===== src/rtl/alus_iter_if.sv =====
// ---------------------------------------------------------------------------
// alus_iter_if
// Request/response bundle between the core sequencer and the iterative
// shift/rotate unit.
//   start_i  : request, only looked at while ready is high
//   op_i     : operation select (3 bits)
//   rs_i     : source operand (WIDTH bits)
//   count_i  : shift amount (CNT_W bits), saturates to WIDTH inside the unit
//   cin_i    : carry-in for the rotate-through-carry operations
//   ready    : unit idle and able to accept a request
//   done     : one-cycle pulse, res/cout valid
//   res      : result (WIDTH bits), held until the next accepted request
//   cout     : carry-out, held with res
// master = sequencer side, slave = shift unit side.
// ---------------------------------------------------------------------------
interface alus_iter_if #(
    parameter int WIDTH = 8,
    parameter int CNT_W = $clog2(WIDTH) + 1
);
    logic             start_i;
    logic [2:0]       op_i;
    logic [WIDTH-1:0] rs_i;
    logic [CNT_W-1:0] count_i;
    logic             cin_i;
    logic             ready;
    logic             done;
    logic [WIDTH-1:0] res;
    logic             cout;

    modport master (
        output start_i, op_i, rs_i, count_i, cin_i,
        input  ready, done, res, cout
    );

    modport slave (
        input  start_i, op_i, rs_i, count_i, cin_i,
        output ready, done, res, cout
    );
endinterface


===== src/rtl/alus_iter.sv =====
// ---------------------------------------------------------------------------
// alus_iter
// Iterative WIDTH-bit shift/rotate unit: one bit position per clock behind
// a start/ready/done handshake.
// Ports:
//   clk_i  : clock, rising edge
//   rst_ni : asynchronous active-low reset
//   bus    : alus_iter_if slave modport (start/op/rs/count/cin in,
//            ready/done/res/cout out)
// Operations: 000 SHL, 001 SHR, 010 ROL, 011 ROR, 100 SAR, 101 RCL,
// 110 RCR, 111 pass-through (res = rs, cout = 0).
// ---------------------------------------------------------------------------
module alus_iter #(
    parameter int WIDTH = 8,
    parameter int CNT_W = $clog2(WIDTH) + 1
) (
    input  logic         clk_i,
    input  logic         rst_ni,
    alus_iter_if.slave   bus
);

    typedef enum logic [2:0] {
        OP_SHL  = 3'b000,
        OP_SHR  = 3'b001,
        OP_ROL  = 3'b010,
        OP_ROR  = 3'b011,
        OP_SAR  = 3'b100,
        OP_RCL  = 3'b101,
        OP_RCR  = 3'b110,
        OP_PASS = 3'b111
    } op_e;

    typedef enum logic [1:0] {
        ST_IDLE  = 2'd0,
        ST_SHIFT = 2'd1,
        ST_DONE  = 2'd2
    } state_e;

    // One single-bit step of the selected operation. Returned as {c, r}.
    function automatic logic [WIDTH:0] step_f(
        input op_e              op,
        input logic [WIDTH-1:0] r,
        input logic             c
    );
        logic [WIDTH:0] cr;
        cr = {c, r};
        case (op)
            OP_SHL:  cr = {r[WIDTH-1], r[WIDTH-2:0], 1'b0};
            OP_SHR:  cr = {r[0], 1'b0, r[WIDTH-1:1]};
            OP_SAR:  cr = {r[0], r[WIDTH-1], r[WIDTH-1:1]};
            // Carry mirrors the bit that wrapped around.
            OP_ROL:  cr = {r[WIDTH-1], r[WIDTH-2:0], r[WIDTH-1]};
            OP_ROR:  cr = {r[0], r[0], r[WIDTH-1:1]};
            // Carry is part of a WIDTH+1-bit ring.
            OP_RCL:  cr = {r[WIDTH-1], r[WIDTH-2:0], c};
            OP_RCR:  cr = {r[0], c, r[WIDTH-1:1]};
            default: cr = {c, r};
        endcase
        return cr;
    endfunction

    state_e           state_q, state_d;
    op_e              op_q, op_d;
    logic [WIDTH-1:0] r_q, r_d;
    logic             c_q, c_d;
    logic [CNT_W-1:0] cnt_q, cnt_d;

    logic [CNT_W-1:0] sat_cnt_s;
    logic             rc_op_s;
    op_e              op_in_s;

    // Request-side decode: saturated count and carry-using op detection.
    always_comb begin
        op_in_s   = op_e'(bus.op_i);
        sat_cnt_s = bus.count_i;
        if (bus.count_i > CNT_W'(WIDTH)) begin
            sat_cnt_s = CNT_W'(WIDTH);
        end else begin
            sat_cnt_s = bus.count_i;
        end
        rc_op_s = (op_in_s == OP_RCL) || (op_in_s == OP_RCR);
    end

    // Next-state logic for sequencer, working register, carry and counter.
    always_comb begin
        state_d = state_q;
        op_d    = op_q;
        r_d     = r_q;
        c_d     = c_q;
        cnt_d   = cnt_q;
        case (state_q)
            ST_IDLE: begin
                if (bus.start_i) begin
                    op_d  = op_in_s;
                    r_d   = bus.rs_i;
                    cnt_d = sat_cnt_s;
                    c_d   = rc_op_s ? bus.cin_i : 1'b0;
                    if ((sat_cnt_s != '0) && (op_in_s != OP_PASS)) begin
                        state_d = ST_SHIFT;
                    end else begin
                        state_d = ST_DONE;
                    end
                end else begin
                    state_d = ST_IDLE;
                end
            end
            ST_SHIFT: begin
                {c_d, r_d} = step_f(op_q, r_q, c_q);
                cnt_d      = cnt_q - CNT_W'(1);
                if (cnt_q == CNT_W'(1)) begin
                    state_d = ST_DONE;
                end else begin
                    state_d = ST_SHIFT;
                end
            end
            ST_DONE: begin
                state_d = ST_IDLE;
            end
            default: begin
                state_d = ST_IDLE;
            end
        endcase
    end

    // State and datapath registers.
    always_ff @(posedge clk_i or negedge rst_ni) begin
        if (!rst_ni) begin
            state_q <= ST_IDLE;
            op_q    <= OP_SHL;
            r_q     <= '0;
            c_q     <= 1'b0;
            cnt_q   <= '0;
        end else begin
            state_q <= state_d;
            op_q    <= op_d;
            r_q     <= r_d;
            c_q     <= c_d;
            cnt_q   <= cnt_d;
        end
    end

    // Handshake flags decode straight from the state register only.
    assign bus.ready = (state_q == ST_IDLE);
    assign bus.done  = (state_q == ST_DONE);
    assign bus.res   = r_q;
    assign bus.cout  = c_q;

endmodule


===== src/flat_wrapper.sv =====
// flat-port wrapper written by rule: the top's interface ports become plain ports
module alus_iter_flat 
#(
    parameter int WIDTH = 8,
    parameter int CNT_W = $clog2(WIDTH) + 1
)
  (clk_i, rst_ni, bus_start_i, bus_op_i, bus_rs_i, bus_count_i, bus_cin_i, bus_ready, bus_done, bus_res, bus_cout);
  alus_iter_if #(.WIDTH(WIDTH), .CNT_W(CNT_W)) bus_i ();
  input  logic clk_i;
  input  logic rst_ni;
  input wire logic [$bits(bus_i.start_i)-1:0] bus_start_i;
  input wire logic [$bits(bus_i.op_i)-1:0] bus_op_i;
  input wire logic [$bits(bus_i.rs_i)-1:0] bus_rs_i;
  input wire logic [$bits(bus_i.count_i)-1:0] bus_count_i;
  input wire logic [$bits(bus_i.cin_i)-1:0] bus_cin_i;
  output wire logic [$bits(bus_i.ready)-1:0] bus_ready;
  output wire logic [$bits(bus_i.done)-1:0] bus_done;
  output wire logic [$bits(bus_i.res)-1:0] bus_res;
  output wire logic [$bits(bus_i.cout)-1:0] bus_cout;
  assign bus_i.start_i = bus_start_i;
  assign bus_i.op_i = bus_op_i;
  assign bus_i.rs_i = bus_rs_i;
  assign bus_i.count_i = bus_count_i;
  assign bus_i.cin_i = bus_cin_i;
  assign bus_ready = bus_i.ready;
  assign bus_done = bus_i.done;
  assign bus_res = bus_i.res;
  assign bus_cout = bus_i.cout;
  alus_iter #(.WIDTH(WIDTH), .CNT_W(CNT_W)) u_core (.clk_i(clk_i), .rst_ni(rst_ni), .bus(bus_i));
endmodule

===== config.mk =====
export PLATFORM = sky130hd
export DESIGN_NAME = alus_iter_flat
export DESIGN_NICKNAME = d
export VERILOG_FILES = /design/src/rtl/alus_iter_if.sv /design/src/rtl/alus_iter.sv /design/src/flat_wrapper.sv
export SDC_FILE = /design/constraint.sdc
export NUM_CORES = 1
export LEC_CHECK = 0
export CELL_PAD_IN_SITES_DETAIL_PLACEMENT = 1
export CELL_PAD_IN_SITES_GLOBAL_PLACEMENT = 1
export CORE_MARGIN = 5
export CORE_UTILIZATION = 39
export CTS_CLUSTER_DIAMETER = 50
export DETAILED_ROUTE_END_ITERATION = 10
export GPL_TIMING_DRIVEN = 0
export PLACE_DENSITY_LB_ADDON = 0.1
export SLEW_MARGIN = 20
export SYNTH_ARGS = -nofsm -noshare
export SYNTH_HDL_FRONTEND = slang
export SYNTH_SLANG_ARGS = --single-unit

===== constraint.sdc =====
create_clock -name clk_i -period 2.4 [get_ports clk_i]
set_input_delay 0.36 -clock clk_i [delete_from_list [all_inputs] [get_ports clk_i]]
set_output_delay 0.36 -clock clk_i [all_outputs]
set_load 0.05 [all_outputs]

### Word level (Yosys, flattened, before mapping)

Index checks and enable logic that the tools add are counted.

* output and inout bits: 11
* input bits: 19
* flip-flop bits (word level): 18
* logic and storage cells: 47

* equality and inequality tests: 16
* mux-type cells: 13
* $lt $le $gt $ge: 1
* add/sub/neg operators: 1
* reduce and logical (&&, ||, !) cells: 10

Operators with widths (number)
* 9-bit one-hot mux with 7 select lines: 1
* 8-bit one-hot mux with 2 select lines: 1
* 3-bit equality test, second input constant: 5
* 4-bit 2-to-1 mux: 2
* 8-bit 2-to-1 mux: 1
* 8-bit != test, second input constant: 1
* 4-bit one-hot mux with 2 select lines: 1
* 7-bit != test, second input constant: 1
* 3-bit by 2-bit equality test with 1-bit output, second input constant: 2
* 2-bit 2-to-1 mux: 3
* 4-bit by 1-bit equality test with 1-bit output, second input constant: 1
* 4-bit > comparator, second input constant: 1
* 2-bit != test, second input constant: 2
* 2-bit one-hot mux with 2 select lines: 1
* 2-bit AND reduction: 2
* 4-bit AND reduction: 1
* 4-bit nonzero test: 1
* 4-bit by 1-bit subtractor with 4-bit output, second input constant: 1
* 3-bit by 1-bit equality test with 1-bit output, second input constant: 1
* 3-bit zero test: 1
* 3-bit != test, second input constant: 1
* 3-bit AND reduction: 1
* 2-bit by 1-bit equality test with 1-bit output, second input constant: 1
* 2-bit equality test, second input constant: 1
* 6 further kinds: 7

### Logic depth before layout (Yosys ltp)

Gate-level depths: netlist of run 1.

* depth in word-level cells: 7
* gate-level depth with buffers: 6
* mapped depth without buffers: 6

### Worst setup path after synthesis of run 1

No wires, ideal clock.

* kind: register to output
* start: register u_core.state_q[1]
* end: output bus_done
* cell stages (with the launch flop): 4
* path buffers: 1
* setup slack: 0.648 ns
* arrival time: 1.392 ns
* data required time: 2.040 ns
* cell sequence: dfrtp_1 -> clkbuf_1 -> inv_1 -> nor2_1

* word-level cells in the longest chain between the ends: 1

RTL lines
* start, declared: line alus_iter.sv:62 `state_e state_q, state_d;`
* start signal, assigned: line alus_iter.sv:134 `state_q <= state_d;`
* 2-bit equality test: line alus_iter.sv:144 `assign bus.done = (state_q == ST_DONE);`
* end, declared: line flat_wrapper.sv:17 `output wire logic [$bits(bus_i.done)-1:0] bus_done;`

Every way passes these cells.

### Worst setup path after layout of run 1

Same ends and word-level chain as after synthesis.

==> results.cfg, run 1 <==
[power_and_ir_drop]
pwr-share-comb = 0.656
p_switching_w = 0.00118
vdd_drop_max_mv = 0.527
sw_frac_of_total = 0.483
p_clk_frac = 0.079
power.density_mw_per_mm2 = 1600
leakagePower_nw = 0.695
p_int_w = 0.00126
seq_power_share = 0.264

[floorplanning]
die_y_um = 64.5
die-width_um = 64.5
initial_core_util = 0.413
coreArea_mm2 = 0.00281
dieArea_mm2 = 0.00416
pin_count = 30
fp-row-count = 19

[critical_path]
path_max_fanout = 10
startpoint_type = flop
criticalPathCategory = flop to output pin
end_kind = output pin
critPathArrivalTime_ns = 1.90
r2r_slack_ns = 0.89
worst_ep_required_time_ns = 2.04

[timing]
setup-violations-final = 0
rsz0062_at_grt = false
finClkSkew_ns = 0.00505
fin_crit_ns = 2.26
finalHoldViolCount = 0
worst_pin_slew_ns = 0.871
max_freq_ghz = 0.443
drv_slew = 0
finalCritPeriodShare = 0.941
maxSlewHeadroom = 0.418
fin_tns_setup_ns = 0

[flow_run]
cap_violations = 0

[drt]
wl_per_cell_um = 16.7
drt_wl_total_mm = 3.11
drt_iter0_drc = 39
viasPerCell = 5.72
firstDrtPassIters = 4
ant_nets = 0
vias = 1069
drcViolationCount = 0

[clock_tree]
cts_hold_buf = 0
cts_sinks = 18
clock-root-buffer = clkbuf_4
cts_tree = done
clkLatencyLatePin_ns = 0.30
htreeDepth = 1
cts_buffers = 3
cts.path.max_buffers = 2
clk_pin_slew_ns = 0.11

[global_routing]
grt_pass1_wl_mm = 5.38
antenna_found_initial = 0
globalRouteTotalUtil = 0.163
grt_max_degree = 19
grt_overflow = 0
first_global_vias = 1153

[yosys]
async_flop_share = 1.00
synth_top_area_cell = dfrtp_1
syn_area_mm2 = 0.00116
synth-seq-cells = 18
synthCells = 123
avgSynthCellArea_um2 = 9.43
synth_edf_count = 0
synth_area_leaders = dfrtp_1 39%, mux2i_1 6.9%, a211oi_1 4.5%
synthFlopType = dfrtp_1
synth.net_count = 144
yosysUniqueCellTypes = 37
synth-seq-area-share = 0.388
synth_warnings = 0
synth_top_area_frac = 0.388

[layout]
layout_commonest_cell = clkdlybuf4s50_1
syn2layout_area_growth_pct = 31.6
diodes = 0
drive_gt1_frac = 0.0897
nNetsFinal = 178
final_cell_mix = 27 x clkdlybuf4s50_1, 18 x dfrtp_1, 14 x nor2_1
finish.utilization = 0.544

[worst_hold_path]
hold_path_class = input pin to async pin

[status]
outcome = completed

[place]
hpwl_mm = 2.38
place_congestion = 0.760
port_buffers = 29
## power groups by stage
stage	combinational [W]	sequential (W)	clock (W)
floorplan	0.000941	0.000873	0
global placement	0.00157	0.000640	0
detailed placement	0.00162	0.000652	0
CTS	0.00162	0.000646	0.000206
global route	0.00175	0.000672	0.000217
finish	0.00160	0.000644	0.000194
## logic make-up after synthesis
family	Yosys count	share of synthesized area
AO/OA/AOI/OAI	40	0.232
AND/OR/NAND/NOR	36	0.156
flip-flops	18	0.388
buffers and inverters	13	0.0647
multiplexers	11	0.0982
XOR/XNOR	3	0.0388
adder cells (fa/ha/maj)	2	0.0216
## routing by layer
| metal | up-vias | part of all wire | GRT usage |
|---|---|---|---|
| met1 | 522 | 0.46 | 0.202 |
| met5 | - | 0 | 0 |
| met3 | 6 | 0.037 | 0.0345 |
| met4 | 0 | 0.018 | 0.0633 |
| met2 | 25 | 0.49 | 0.278 |
| li1 | 516 | - | - |
## registers in the layout, summed over array words and instances, names as in the netlist
name,count
u_core.bus.cout,1
u_core.bus.res,8
u_core.cnt_q,4
u_core.op_q,3
u_core.state_q,2
## synthesized netlist by cell type (all sizes together), types with 4 or more instances
| master | number |
|---|---|
| a21o | 7 |
| buf | 7 |
| a21oi | 8 |
| inv | 5 |
| nand2 | 4 |
| dfrtp | 18 |
| a31oi | 5 |
| nor2 | 14 |
| o21ai | 5 |
| a211oi | 7 |
| mux2i | 8 |
| nand3 | 4 |
## path summary, 6_finish.rpt
path,start,to,cells after the start
hold reg to reg,u_core.cnt_q[1],u_core.cnt_q[1],2
setup reg to reg,u_core.state_q[1],u_core.bus.res[5],5
max in group asynchronous,rst_ni,u_core.state_q[0],1
setup / recovery,u_core.state_q[1],bus_done,4
min in group clk_i,u_core.cnt_q[1],u_core.cnt_q[1],2
hold / removal,rst_ni,u_core.bus.res[3],1
## per-stage QoR
| step | hold slack [ns] | setup slack [ns] | power [W] | area [µm²] | std cells |
|---|---|---|---|---|---|
| 2_1_floorplan | 0.0644 | 0.648 | 0.00181 | 1160 | 123 |
| 5_1_grt | 0.585 | 0.00273 | 0.00264 | 1530 | 187 |
| 3_3_place_gp | 0.506 | 0.247 | 0.00221 | 1490 | 183 |
| 4_1_cts | 0.551 | 0.0881 | 0.00248 | 1520 | 187 |
| 6_report | 0.546 | 0.141 | 0.00244 | 1530 | 187 |
| 3_5_place_dp | 0.515 | 0.194 | 0.00227 | 1490 | 183 |
## worst max-delay path: stages (launching register included)
cell           delay, ns
dfrtp_1             0.41
clkbuf_1            0.37
inv_1               0.17
nor2_1              0.11
dlygate4sd2_1       0.53
## final cells by class
| type | instances | area, µm² |
|---|---|---|
| Buffer | 8 | 56.3 |
| Clock buffer | 4 | 36.3 |
| Fill cell | 336 | 1280 |
| Inverter | 5 | 18.8 |
| Multi-Input combinational cell | 92 | 634 |
| Sequential cell | 18 | 450 |
| Tap cell | 31 | 38.8 |
| Timing Repair Buffer | 29 | 292 |
## timing repair
action	CTS	global route
resized for setup	1	1
endpoints found under the setup margin	1	1
buffers inserted	0	0
Note: power is estimated with default switching activity, not from simulation.
==> inputs of run 2 (changes only) <==
Settings changed: CTS_BUF_LIST set to sky130_fd_sc_hd__clkbuf_4 sky130_fd_sc_hd__clkbuf_8 sky130_fd_sc_hd__clkbuf_16.
==> results of run 2 <==
The final DEF is identical to that of run 1; final timing and power are the same.
==> inputs of run 3 (changes only) <==
Settings changed: CORE_ASPECT_RATIO set to 0.5.
==> results.cfg, run 3 (same netlist as run 1, synthesis figures left out) <==
[global_routing]
grt_max_degree = 19
antenna_found_initial = 0
grt_pass1_wl_mm = 5.31
first_global_vias = 1104
globalRouteTotalUtil = 0.159
grt_overflow = 0

[critical_path]
criticalPathCategory = flop to output pin
critPathArrivalTime_ns = 1.88
startpoint_type = flop
worst_ep_required_time_ns = 2.04
path_max_fanout = 10
worst_r2r_path_depth = 5
end_kind = output pin

[layout]
diodes = 0
final_cell_mix = 28 x clkdlybuf4s50_1, 18 x dfrtp_1, 14 x nor2_1
nNetsFinal = 178
finalInstanceArea_mm2 = 0.00155
syn2layout_area_growth_pct = 34.0
drive_gt1_frac = 0.0897
largest_reg_flops = 8
layout_commonest_cell = clkdlybuf4s50_1

[place]
port_buffers = 29
place_area_mm2 = 0.00150
place_ws_ns = 0.199
hpwl_mm = 2.34
place_congestion = 0.759

[timing]
rsz0062_at_grt = false
max_freq_ghz = 0.447
setup-violations-final = 0
finalCritPeriodShare = 0.933
fin_crit_ns = 2.24
finalHoldViolCount = 0
worst_pin_slew_ns = 0.842
finClkSkew_ns = 0.00536
maxSlewHeadroom = 0.437
fin_tns_setup_ns = 0
drv_slew = 0
setup_ws_ns = 0.161

[floorplanning]
fp-row-count = 14
initial_core_util = 0.396
pin_count = 30
die_y_um = 48.6
die-width_um = 87.1
dieArea_mm2 = 0.00423
coreArea_mm2 = 0.00293

[drt]
vias = 1055
drt_wl_total_mm = 3.19
drcViolationCount = 0
ant_nets = 0
drt_iter0_drc = 43
viasPerCell = 5.38
wl_per_cell_um = 16.3
firstDrtPassIters = 4

[clock_tree]
clkLatencyLatePin_ns = 0.26
cts.path.max_buffers = 2
cts_buffers = 3
cts_tree = done
clk_pin_slew_ns = 0.07
htreeDepth = 1
cts_sinks = 18
cts_setup_buffers = 0
cts_hold_buf = 0
clock-root-buffer = clkbuf_8
cts_resized = 1

[worst_hold_path]
hold_path_depth = 2
hold_path_class = flop to flop

[flow_run]
cap_violations = 0

[power_and_ir_drop]
leakagePower_nw = 0.688
vdd_drop_max_mv = 0.739
power.density_mw_per_mm2 = 1620

[status]
outcome = completed
[run 3: layout make-up]
type                            count  area [µm²]
Sequential cell                    18         450
Timing Repair Buffer               29         289
Fill cell                         349        1370
Inverter                            5        18.8
Buffer                              8        56.3
Clock buffer                        4        55.1
Tap cell                           40        50.0
Multi-Input combinational cell     92         634
[run 3: metal layers]
metal	track usage	part of all wire	wire, µm	vias up
li1	-	-	-	518
met1	0.207	0.45	1450	507
met2	0.271	0.49	1550	28
met3	0.0407	0.055	176	2
met4	0.0230	0.0053	17	0
met5	0	0	0	-
[run 3: through the flow]
step | cells | power, W | hold WS, ns | utilization
floorplan | 123 | 0.00181 | 0.0644 | -
global placement | 192 | 0.00221 | 0.506 | 0.513
detailed placement | 192 | 0.00228 | 0.519 | 0.513
CTS | 196 | 0.00254 | 0.535 | 0.531
global route | 196 | 0.00270 | 0.583 | 0.531
finish | 196 | 0.00251 | 0.529 | 0.531
[run 3: path summary, 6_finish.rpt]
kind,end,slack (ns),from
setup / recovery,bus_ready,0.16,u_core.state_q[1]
min in group asynchronous,u_core.op_q[1],0.58,rst_ni
setup reg to reg,u_core.bus.res[4],0.90,u_core.state_q[1]
hold / removal,u_core.cnt_q[1],0.53,u_core.cnt_q[1]
hold reg to reg,u_core.cnt_q[1],0.53,u_core.cnt_q[1]
max in group asynchronous,u_core.bus.cout,1.30,rst_ni
[run 3: critical path: stages, from the launching register on]
cell             delay (ns)
dfrtp_1                0.42
clkbuf_1               0.25
nor2_1                 0.14
clkdlybuf4s50_1        0.81
[run 3: where the power goes]
group	internal, W	total, W	leakage (nW)	switching, W
registers	0.000466	0.000650	0.213	0.000184
logic	0.000705	0.00161	0.447	0.000908
clock network	0.000146	0.000253	0.0288	0.000107
